### config.mk
export PLATFORM = sky130hd
export DESIGN_NAME = dragon_shot_move_collision_flat
export DESIGN_NICKNAME = d
export VERILOG_FILES = /design/src/rtl/dragon_shot_move_collision_pkg.sv /design/src/rtl/dragon_shot_move_collision_if.sv /design/src/rtl/dragon_shot_move_collision_shot_frame_timer.sv /design/src/rtl/dragon_shot_move_collision.sv /design/src/flat_wrapper.sv
export SDC_FILE = /design/constraint.sdc
export NUM_CORES = 1
export LEC_CHECK = 0
export CORE_UTILIZATION = 35
export DETAILED_ROUTE_END_ITERATION = 10
export GPL_ROUTABILITY_DRIVEN = 0
export SLEW_MARGIN = 10
export SYNTH_ARGS = -nofsm -noshare
export SYNTH_HDL_FRONTEND = slang
export SYNTH_SLANG_ARGS = --single-unit
### constraint.sdc
create_clock -name clk -period 9.95 [get_ports clk]
set_clock_uncertainty 0.05 [all_clocks]
set_input_delay 1.99 -clock clk [delete_from_list [all_inputs] [get_ports clk]]
set_output_delay 1.99 -clock clk [all_outputs]
set_load 0.05 [all_outputs]
### src/rtl/dragon_shot_move_collision_pkg.sv
// Shared types and constants for the enemy shot mover: FSM states,
// one-hot direction codes, the fixed-point shift and the aiming rule.
package dragon_shot_pkg;

   localparam int FIXED_POINT_SHIFT = 6;

   localparam logic [2:0] DIR_RIGHT = 3'b001;
   localparam logic [2:0] DIR_DOWN  = 3'b010;
   localparam logic [2:0] DIR_LEFT  = 3'b100;

   typedef enum logic [1:0] {
      ST_IDLE     = 2'd0,
      ST_FLYING   = 2'd1,
      ST_HIT      = 2'd2,
      ST_COOLDOWN = 2'd3
   } shot_state_e;

   // Player inside the deadband around the shooter gets a straight shot.
   function automatic logic [2:0] aim_dir(
      input logic signed [10:0] player_x,
      input logic signed [10:0] dragon_x,
      input int                 deadband
   );
      int p;
      int d;
      p = int'(player_x);
      d = int'(dragon_x);
      if (p < d - deadband) begin
         return DIR_LEFT;
      end
      if (p > d + deadband) begin
         return DIR_RIGHT;
      end
      return DIR_DOWN;
   endfunction

endpackage

### src/rtl/dragon_shot_move_collision_if.sv
// Signal bundle between the enemy AI / collision logic (master) and the
// enemy shot mover (slave).
interface dragon_shot_move_collision_if;
   import dragon_shot_pkg::*;

   // Signalling contract: fireRequest is sampled every cycle and accepted only
   // while the mover is idle and not paused; there is no ready/ack, so a request
   // made while busy is simply dropped. Collisions are levels, startOfFrame is a
   // one-cycle pulse, playerHit is a one-cycle pulse per shot.
   logic               startOfFrame;
   logic               pause;
   logic               fireRequest;
   logic signed [10:0] dragon_topLeftX;
   logic signed [10:0] dragon_topLeftY;
   logic signed [10:0] player_topLeftX;
   logic               shotPlayerCollision;
   logic               shotBoxCollision;

   logic               shotActive;
   logic               busy;
   logic               playerHit;
   logic signed [10:0] topLeftX;
   logic signed [10:0] topLeftY;
   logic [2:0]         draw_shot_dir;
   shot_state_e        dbg_state;

   modport master (
      output startOfFrame, pause, fireRequest,
      output dragon_topLeftX, dragon_topLeftY, player_topLeftX,
      output shotPlayerCollision, shotBoxCollision,
      input  shotActive, busy, playerHit, topLeftX, topLeftY, draw_shot_dir,
      input  dbg_state
   );

   modport slave (
      input  startOfFrame, pause, fireRequest,
      input  dragon_topLeftX, dragon_topLeftY, player_topLeftX,
      input  shotPlayerCollision, shotBoxCollision,
      output shotActive, busy, playerHit, topLeftX, topLeftY, draw_shot_dir,
      output dbg_state
   );

endinterface

### src/rtl/dragon_shot_move_collision_shot_frame_timer.sv
// Loadable frame down-counter shared by the HIT hold and the COOLDOWN wait.
// o_done fires on the tick that completes the loaded count (0 acts like 1).
module shot_frame_timer #(
   parameter int CNT_W = 8
) (
   input  logic             clk,
   input  logic             reset,
   input  logic             i_load,
   input  logic [CNT_W-1:0] i_load_val,
   input  logic             i_tick,
   output logic             o_done
);

   logic [CNT_W-1:0] r_count;

   always_ff @(posedge clk or posedge reset) begin
      if (reset) begin
         r_count <= '0;
      end else if (i_load) begin
         r_count <= i_load_val;
      end else if (i_tick && (r_count != '0)) begin
         r_count <= r_count - CNT_W'(1);
      end
   end

   assign o_done = i_tick && (r_count <= CNT_W'(1));

endmodule

### src/rtl/dragon_shot_move_collision.sv
// Enemy shot mover: spawns below the dragon, aims at the player, advances one
// fixed-point step per frame and retires on collision or leaving the playfield.
module dragon_shot_move_collision
   import dragon_shot_pkg::*;
#(
   parameter int FIXED_POINT_MULTIPLIER = 64,
   parameter int DOWN_SPEED             = 90,
   parameter int ANGLED_DOWN_SPEED      = 64,
   parameter int LATERAL_SPEED          = 32,
   parameter int AIM_DEADBAND           = 16,
   parameter int SPAWN_OFFSET_Y         = 24,
   parameter int BOTTOM_LIMIT           = 470,
   parameter int X_MIN                  = 1,
   parameter int X_MAX                  = 639,
   parameter int HIT_HOLD_FRAMES        = 8,
   parameter int COOLDOWN_FRAMES        = 20,
   parameter int PARK_FP                = 50_000
) (
   input logic                         clk,
   input logic                         reset,
   dragon_shot_move_collision_if.slave bus
);

   localparam int CNT_W = 8;

   localparam logic signed [31:0] PARK        = 32'(PARK_FP);
   localparam logic signed [31:0] BOTTOM_FP   = 32'(BOTTOM_LIMIT * FIXED_POINT_MULTIPLIER);
   localparam logic signed [31:0] XMIN_FP     = 32'(X_MIN * FIXED_POINT_MULTIPLIER);
   localparam logic signed [31:0] XMAX_FP     = 32'(X_MAX * FIXED_POINT_MULTIPLIER);
   localparam logic signed [31:0] STEP_DOWN   = 32'(DOWN_SPEED);
   localparam logic signed [31:0] STEP_ANGLED = 32'(ANGLED_DOWN_SPEED);
   localparam logic signed [31:0] STEP_LAT    = 32'(LATERAL_SPEED);

   shot_state_e        r_state;
   shot_state_e        w_state_nx;
   logic signed [31:0] r_x_fp;
   logic signed [31:0] r_y_fp;
   logic signed [31:0] w_x_nx;
   logic signed [31:0] w_y_nx;
   logic [2:0]         r_dir;
   logic [2:0]         w_dir_nx;
   logic               r_player_hit;
   logic               w_hit_nx;

   logic               w_tick;
   logic               w_load;
   logic [CNT_W-1:0]   w_load_val;
   logic               w_timer_done;
   logic               w_retire;
   logic signed [31:0] w_step_x;
   logic signed [31:0] w_step_y;
   logic signed [31:0] w_mv_x;
   logic signed [31:0] w_mv_y;
   logic signed [31:0] w_spawn_x;
   logic signed [31:0] w_spawn_y;

   assign w_tick    = bus.startOfFrame && !bus.pause;
   assign w_spawn_x = 32'(bus.dragon_topLeftX) * FIXED_POINT_MULTIPLIER;
   assign w_spawn_y = (32'(bus.dragon_topLeftY) + SPAWN_OFFSET_Y) * FIXED_POINT_MULTIPLIER;

   always_comb begin
      w_step_x = '0;
      w_step_y = STEP_DOWN;
      if (r_dir == DIR_RIGHT) begin
         w_step_x = STEP_LAT;
         w_step_y = STEP_ANGLED;
      end else if (r_dir == DIR_LEFT) begin
         w_step_x = -STEP_LAT;
         w_step_y = STEP_ANGLED;
      end
   end

   assign w_mv_x   = r_x_fp + w_step_x;
   assign w_mv_y   = r_y_fp + w_step_y;
   assign w_retire = (w_mv_y > BOTTOM_FP) || (w_mv_x < XMIN_FP) || (w_mv_x > XMAX_FP);

   shot_frame_timer #(
      .CNT_W(CNT_W)
   ) u_timer (
      .clk       (clk),
      .reset     (reset),
      .i_load    (w_load),
      .i_load_val(w_load_val),
      .i_tick    (w_tick),
      .o_done    (w_timer_done)
   );

   // Player collision outranks box collision, which outranks the frame move.
   always_comb begin
      w_state_nx = r_state;
      w_x_nx     = r_x_fp;
      w_y_nx     = r_y_fp;
      w_dir_nx   = r_dir;
      w_hit_nx   = 1'b0;
      w_load     = 1'b0;
      w_load_val = '0;
      unique case (r_state)
         ST_IDLE: begin
            w_x_nx = PARK;
            w_y_nx = PARK;
            if (bus.fireRequest && !bus.pause) begin
               w_x_nx     = w_spawn_x;
               w_y_nx     = w_spawn_y;
               w_dir_nx   = aim_dir(bus.player_topLeftX, bus.dragon_topLeftX, AIM_DEADBAND);
               w_state_nx = ST_FLYING;
            end
         end
         ST_FLYING: begin
            if (bus.shotPlayerCollision) begin
               w_hit_nx   = 1'b1;
               w_load     = 1'b1;
               w_load_val = CNT_W'(HIT_HOLD_FRAMES);
               w_state_nx = ST_HIT;
            end else if (bus.shotBoxCollision || (w_tick && w_retire)) begin
               w_x_nx     = PARK;
               w_y_nx     = PARK;
               w_load     = 1'b1;
               w_load_val = CNT_W'(COOLDOWN_FRAMES);
               w_state_nx = ST_COOLDOWN;
            end else if (w_tick) begin
               w_x_nx = w_mv_x;
               w_y_nx = w_mv_y;
            end
         end
         ST_HIT: begin
            if (w_timer_done) begin
               w_x_nx     = PARK;
               w_y_nx     = PARK;
               w_load     = 1'b1;
               w_load_val = CNT_W'(COOLDOWN_FRAMES);
               w_state_nx = ST_COOLDOWN;
            end
         end
         ST_COOLDOWN: begin
            if (w_timer_done) begin
               w_state_nx = ST_IDLE;
            end
         end
         default: begin
            w_state_nx = ST_IDLE;
         end
      endcase
   end

   always_ff @(posedge clk or posedge reset) begin
      if (reset) begin
         r_state      <= ST_IDLE;
         r_x_fp       <= PARK;
         r_y_fp       <= PARK;
         r_dir        <= DIR_DOWN;
         r_player_hit <= 1'b0;
      end else begin
         r_state      <= w_state_nx;
         r_x_fp       <= w_x_nx;
         r_y_fp       <= w_y_nx;
         r_dir        <= w_dir_nx;
         r_player_hit <= w_hit_nx;
      end
   end

   assign bus.shotActive    = (r_state == ST_FLYING) || (r_state == ST_HIT);
   assign bus.busy          = (r_state != ST_IDLE);
   assign bus.playerHit     = r_player_hit;
   assign bus.topLeftX      = 11'(r_x_fp >>> FIXED_POINT_SHIFT);
   assign bus.topLeftY      = 11'(r_y_fp >>> FIXED_POINT_SHIFT);
   assign bus.draw_shot_dir = r_dir;
   assign bus.dbg_state     = r_state;

endmodule

### src/flat_wrapper.sv
// flat-port wrapper written by rule: the top's interface ports become plain ports
module dragon_shot_move_collision_flat import dragon_shot_pkg::*;
#(
   parameter int FIXED_POINT_MULTIPLIER = 64,
   parameter int DOWN_SPEED             = 90,
   parameter int ANGLED_DOWN_SPEED      = 64,
   parameter int LATERAL_SPEED          = 32,
   parameter int AIM_DEADBAND           = 16,
   parameter int SPAWN_OFFSET_Y         = 24,
   parameter int BOTTOM_LIMIT           = 470,
   parameter int X_MIN                  = 1,
   parameter int X_MAX                  = 639,
   parameter int HIT_HOLD_FRAMES        = 8,
   parameter int COOLDOWN_FRAMES        = 20,
   parameter int PARK_FP                = 50_000
)
  (clk, reset, bus_startOfFrame, bus_pause, bus_fireRequest, bus_dragon_topLeftX, bus_dragon_topLeftY, bus_player_topLeftX, bus_shotPlayerCollision, bus_shotBoxCollision, bus_shotActive, bus_busy, bus_playerHit, bus_topLeftX, bus_topLeftY, bus_draw_shot_dir, bus_dbg_state);
  dragon_shot_move_collision_if bus_i ();
  input logic clk;
  input logic reset;
  input wire logic [$bits(bus_i.startOfFrame)-1:0] bus_startOfFrame;
  input wire logic [$bits(bus_i.pause)-1:0] bus_pause;
  input wire logic [$bits(bus_i.fireRequest)-1:0] bus_fireRequest;
  input wire logic [$bits(bus_i.dragon_topLeftX)-1:0] bus_dragon_topLeftX;
  input wire logic [$bits(bus_i.dragon_topLeftY)-1:0] bus_dragon_topLeftY;
  input wire logic [$bits(bus_i.player_topLeftX)-1:0] bus_player_topLeftX;
  input wire logic [$bits(bus_i.shotPlayerCollision)-1:0] bus_shotPlayerCollision;
  input wire logic [$bits(bus_i.shotBoxCollision)-1:0] bus_shotBoxCollision;
  output wire logic [$bits(bus_i.shotActive)-1:0] bus_shotActive;
  output wire logic [$bits(bus_i.busy)-1:0] bus_busy;
  output wire logic [$bits(bus_i.playerHit)-1:0] bus_playerHit;
  output wire logic [$bits(bus_i.topLeftX)-1:0] bus_topLeftX;
  output wire logic [$bits(bus_i.topLeftY)-1:0] bus_topLeftY;
  output wire logic [$bits(bus_i.draw_shot_dir)-1:0] bus_draw_shot_dir;
  output wire logic [$bits(bus_i.dbg_state)-1:0] bus_dbg_state;
  assign bus_i.startOfFrame = bus_startOfFrame;
  assign bus_i.pause = bus_pause;
  assign bus_i.fireRequest = bus_fireRequest;
  assign bus_i.dragon_topLeftX = bus_dragon_topLeftX;
  assign bus_i.dragon_topLeftY = bus_dragon_topLeftY;
  assign bus_i.player_topLeftX = bus_player_topLeftX;
  assign bus_i.shotPlayerCollision = bus_shotPlayerCollision;
  assign bus_i.shotBoxCollision = bus_shotBoxCollision;
  assign bus_shotActive = bus_i.shotActive;
  assign bus_busy = bus_i.busy;
  assign bus_playerHit = bus_i.playerHit;
  assign bus_topLeftX = bus_i.topLeftX;
  assign bus_topLeftY = bus_i.topLeftY;
  assign bus_draw_shot_dir = bus_i.draw_shot_dir;
  assign bus_dbg_state = bus_i.dbg_state;
  dragon_shot_move_collision #(.FIXED_POINT_MULTIPLIER(FIXED_POINT_MULTIPLIER), .DOWN_SPEED(DOWN_SPEED), .ANGLED_DOWN_SPEED(ANGLED_DOWN_SPEED), .LATERAL_SPEED(LATERAL_SPEED), .AIM_DEADBAND(AIM_DEADBAND), .SPAWN_OFFSET_Y(SPAWN_OFFSET_Y), .BOTTOM_LIMIT(BOTTOM_LIMIT), .X_MIN(X_MIN), .X_MAX(X_MAX), .HIT_HOLD_FRAMES(HIT_HOLD_FRAMES), .COOLDOWN_FRAMES(COOLDOWN_FRAMES), .PARK_FP(PARK_FP)) u_core (.clk(clk), .reset(reset), .bus(bus_i));
endmodule
==> key figures <==
Run status
  • Status: completed

Logic synthesis
  • Post-synth EDFFs: 0
  • Yosys top cell area share: 20.63%
  • Area of the mapped netlist: 0.007278 mm^2
  • Area contributors post-synth: dfrtp_1 21%, ha_1 10%, dfstp_2 4.7%, a21oi_1 4.0%, xnor2_1 4.0%
  • Synth Register Bits: 73
  • Count leader, synth: nand2_1
  • Post-Synthesis Cells: 890
  • Ys flop type: dfrtp_1
  • Post-synth top cells: 67 x nand2_1, 62 x nor2_1, 60 x dfrtp_1
  • YS warnings: 0
  • Post-synthesis async set-or-reset flop share: 100.0%
  • Register area share after synthesis: 25.32%
  • Syn Nets: 990
  • Cell taking the most area after synthesis: dfrtp_1
  • Synth cell types: 84
  • Syn avg cell area: 8.178 um^2

Finish
  • Share of cells above drive strength 1: 7.650%
  • P&R area growth vs syn: 15.35%
  • Filler cell count: 2074
  • Sequential cell area: 0.001843 mm^2
  • Multi-input gate area: 0.004981 mm^2
  • Antenna cell count: 0
  • Final Non-Filler Cells: 1185
  • NumNets Final: 1010

Global route
  • Initial antenna violation count: 0
  • Largest net degree at the start of global routing: 74
  • Total gr overflow: 0
  • Vias in the first global route: 6724
  • Global-route wire length before repair: 35450 um
  • Aggregate global-route resource usage: 20.58%

Place
  • Hpwl dp: 15430 um
  • Placed cells: 1169
  • Port Buf Inserts: 69

Power
  • Pwr dens: 393.1 mW/mm^2
  • Pleak: 3.532 nW
  • Max rail drop VDD: 0.1658 mV
  • Tot Pwr: 3.300 mW

Worst setup path
  • Element type at the critical path start: input pin
  • Slowest CP cell: a31oi_2
  • Worst path max stage delay: 970 ps
  • Critical Path Fanout Max: 62
  • WP data arrival: 6120 ps
  • CP required: 10080 ps
  • Setup CP Type: input pin to register
  • Worst path cell trace: clkdlybuf4s50_1 -> nor2b_1 -> or2_0 -> nand2b_1 -> a221o_2 -> buf_4 -> a31oi_2 -> inv_1 -> a211oi_4 -> a311oi_1
  • Crit. End Element: register

Clocking
  • CTS Sinks: 73
  • Root Driver: clkbuf_16
  • Post-CTS setup buffer count: 0
  • CTS Buf Count: 9
  • H-tree Lvls: 3
  • Hold-fix buffers, CTS: 0
  • CTS tree: done
  • Worst-path clk slew: 60 ps
  • Clock latency on the worst-skew pair: 350 ps
  • CTS resizes: 0
  • Longest Clk Path Bufs: 2

Routing
  • Post-DRT Antenna Nets: 0
  • Starting DRT DRC Count: 503
  • Via count of the routed design: 6917
  • Post-Route WL: 21250 um
  • DRC Markers: 0
  • Routed wire per std cell: 17.93 um
  • Vias per Instance: 5.837
  • DRT Pass-1 Iters: 5

Floorplan
  • Die Height: 146.2 um
  • # IOs: 70
  • Core area: 0.02030 mm^2
  • Full die area: 0.02138 mm^2
  • # rows: 52
  • Die width: 146.2 um
  • Initial Util: 35.85%

STA
  • Tcrit/Tclk final: 60.17%
  • Worst Tran Pin Value: 1131 ps
  • Period minus WS final: 5987 ps
  • Fmax: 0.1670 GHz
  • Max Transition Viols Final: 0
  • Hold Fails Final Rpt: 0
  • Finish-stage setup viols: 0
  • Setup_tns: 0 ps
  • RSZ-0062 raised after global routing: false
  • Fin Hold WS: 435.8 ps
  • Slew margin rel.: 24.33%

Hold path
  • Min-Delay Path Class: register to register

Run
  • Max-cap violations: 0
## metrics by stage
stage / worst slack, ps / util, % / cell area (um^2)
5_1_grt: 3661 / 41.36 / 8396
3_3_place_gp: 3780 / 39.50 / 8019
2_1_floorplan: 5247 / - / 7278
4_1_cts: 4016 / 41.36 / 8396
6_report: 3963 / 41.36 / 8396
3_5_place_dp: 3607 / 39.50 / 8019
## cells by family after synthesis
family,synth area share (%)
AND/OR/NAND/NOR,22.93
multiplexers,0.2751
XOR/XNOR,6.859
adder cells (fa/ha/maj),10.42
buffers and inverters,6.584
AO/OA/AOI/OAI,27.61
flip-flops,25.32
## power breakdown
group / internal [mW] / switching [mW]
clock network: 0.279 / 0.143
registers: 0.444 / 0.164
logic: 0.808 / 1.46
total: 1.53 / 1.77
## final timing paths
path                       slack (ps)                 to  depth (start not counted)                   startpoint
hold reg to reg                   440  u_core.r_x_fp[22]                          1            u_core.r_x_fp[22]
max in group asynchronous        6990  u_core.r_y_fp[12]                          3                        reset
hold / removal                    440  u_core.r_x_fp[22]                          1            u_core.r_x_fp[22]
setup / recovery                 3960  u_core.r_y_fp[21]                         10             bus_startOfFrame
setup reg to reg                 4390   u_core.r_y_fp[6]                         14  u_core.bus.draw_shot_dir[0]
min in group asynchronous        2180  u_core.r_y_fp[22]                          3                        reset
## critical path, delay by kind of cell
family | cells | cell delay, ps
compound gates | 4 | 2140
buf+inv | 3 | 1170
simple gates | 3 | 780
## state kept, by name (all words and copies together), names as in the netlist
name	count
u_core.r_y_fp	31
u_core.bus.draw_shot_dir	3
u_core.u_timer.r_count	8
u_core.bus.playerHit	1
u_core.r_x_fp	28
u_core.bus.dbg_state	2
## layout by cell type, fill, tap and decap left out, types with 6 or more instances in the layout
master / synthesis / routed
a32oi_1: 6 / 6
a21oi_1: 58 / 58
or3_1: 6 / 6
buf_4: 24 / 6
and4_1: 10 / 10
and3_1: 22 / 22
nand4_1: 26 / 26
o221ai_1: 7 / 7
nand2_1: 67 / 67
a21o_1: 33 / 33
xnor2_1: 33 / 33
o31ai_2: 6 / 6
clkbuf_16: 0 / 9
a311oi_1: 11 / 11
xor2_1: 24 / 24
a211oi_1: 8 / 8
o211ai_1: 8 / 8
nor2b_1: 12 / 12
nor3_1: 30 / 30
ha_1: 59 / 59
nand2b_1: 10 / 10
dfrtp_1: 60 / 60
a31oi_1: 14 / 13
o21a_1: 16 / 16
dfstp_2: 13 / 13
nand3_1: 32 / 32
clkdlybuf4s50_1: 0 / 69
o21ai_0: 54 / 54
inv_1: 31 / 30
nor2_1: 62 / 62
and2_1: 11 / 11
## cell type report
| cell class | instances | area share, % |
|---|---|---|
| Tap cell | 270 | 4.024 |
| Timing Repair Buffer | 75 | 8.763 |
| Sequential cell | 73 | 21.95 |
| Multi-Input combinational cell | 719 | 59.33 |
| Clock inverter | 6 | 1.639 |
| Clock buffer | 10 | 2.846 |
| Inverter | 32 | 1.446 |
## layer usage
layer | track usage (%) | share of wire (%) | vias up
li1 | - | - | 3365
met1 | 28.71 | 49 | 3387
met2 | 33.31 | 46 | 147
met3 | 3.156 | 4.0 | 18
met4 | 4.688 | 1.1 | 0
met5 | 0 | 0 | -
No activity file was read; power rests on OpenSTA's default activity.
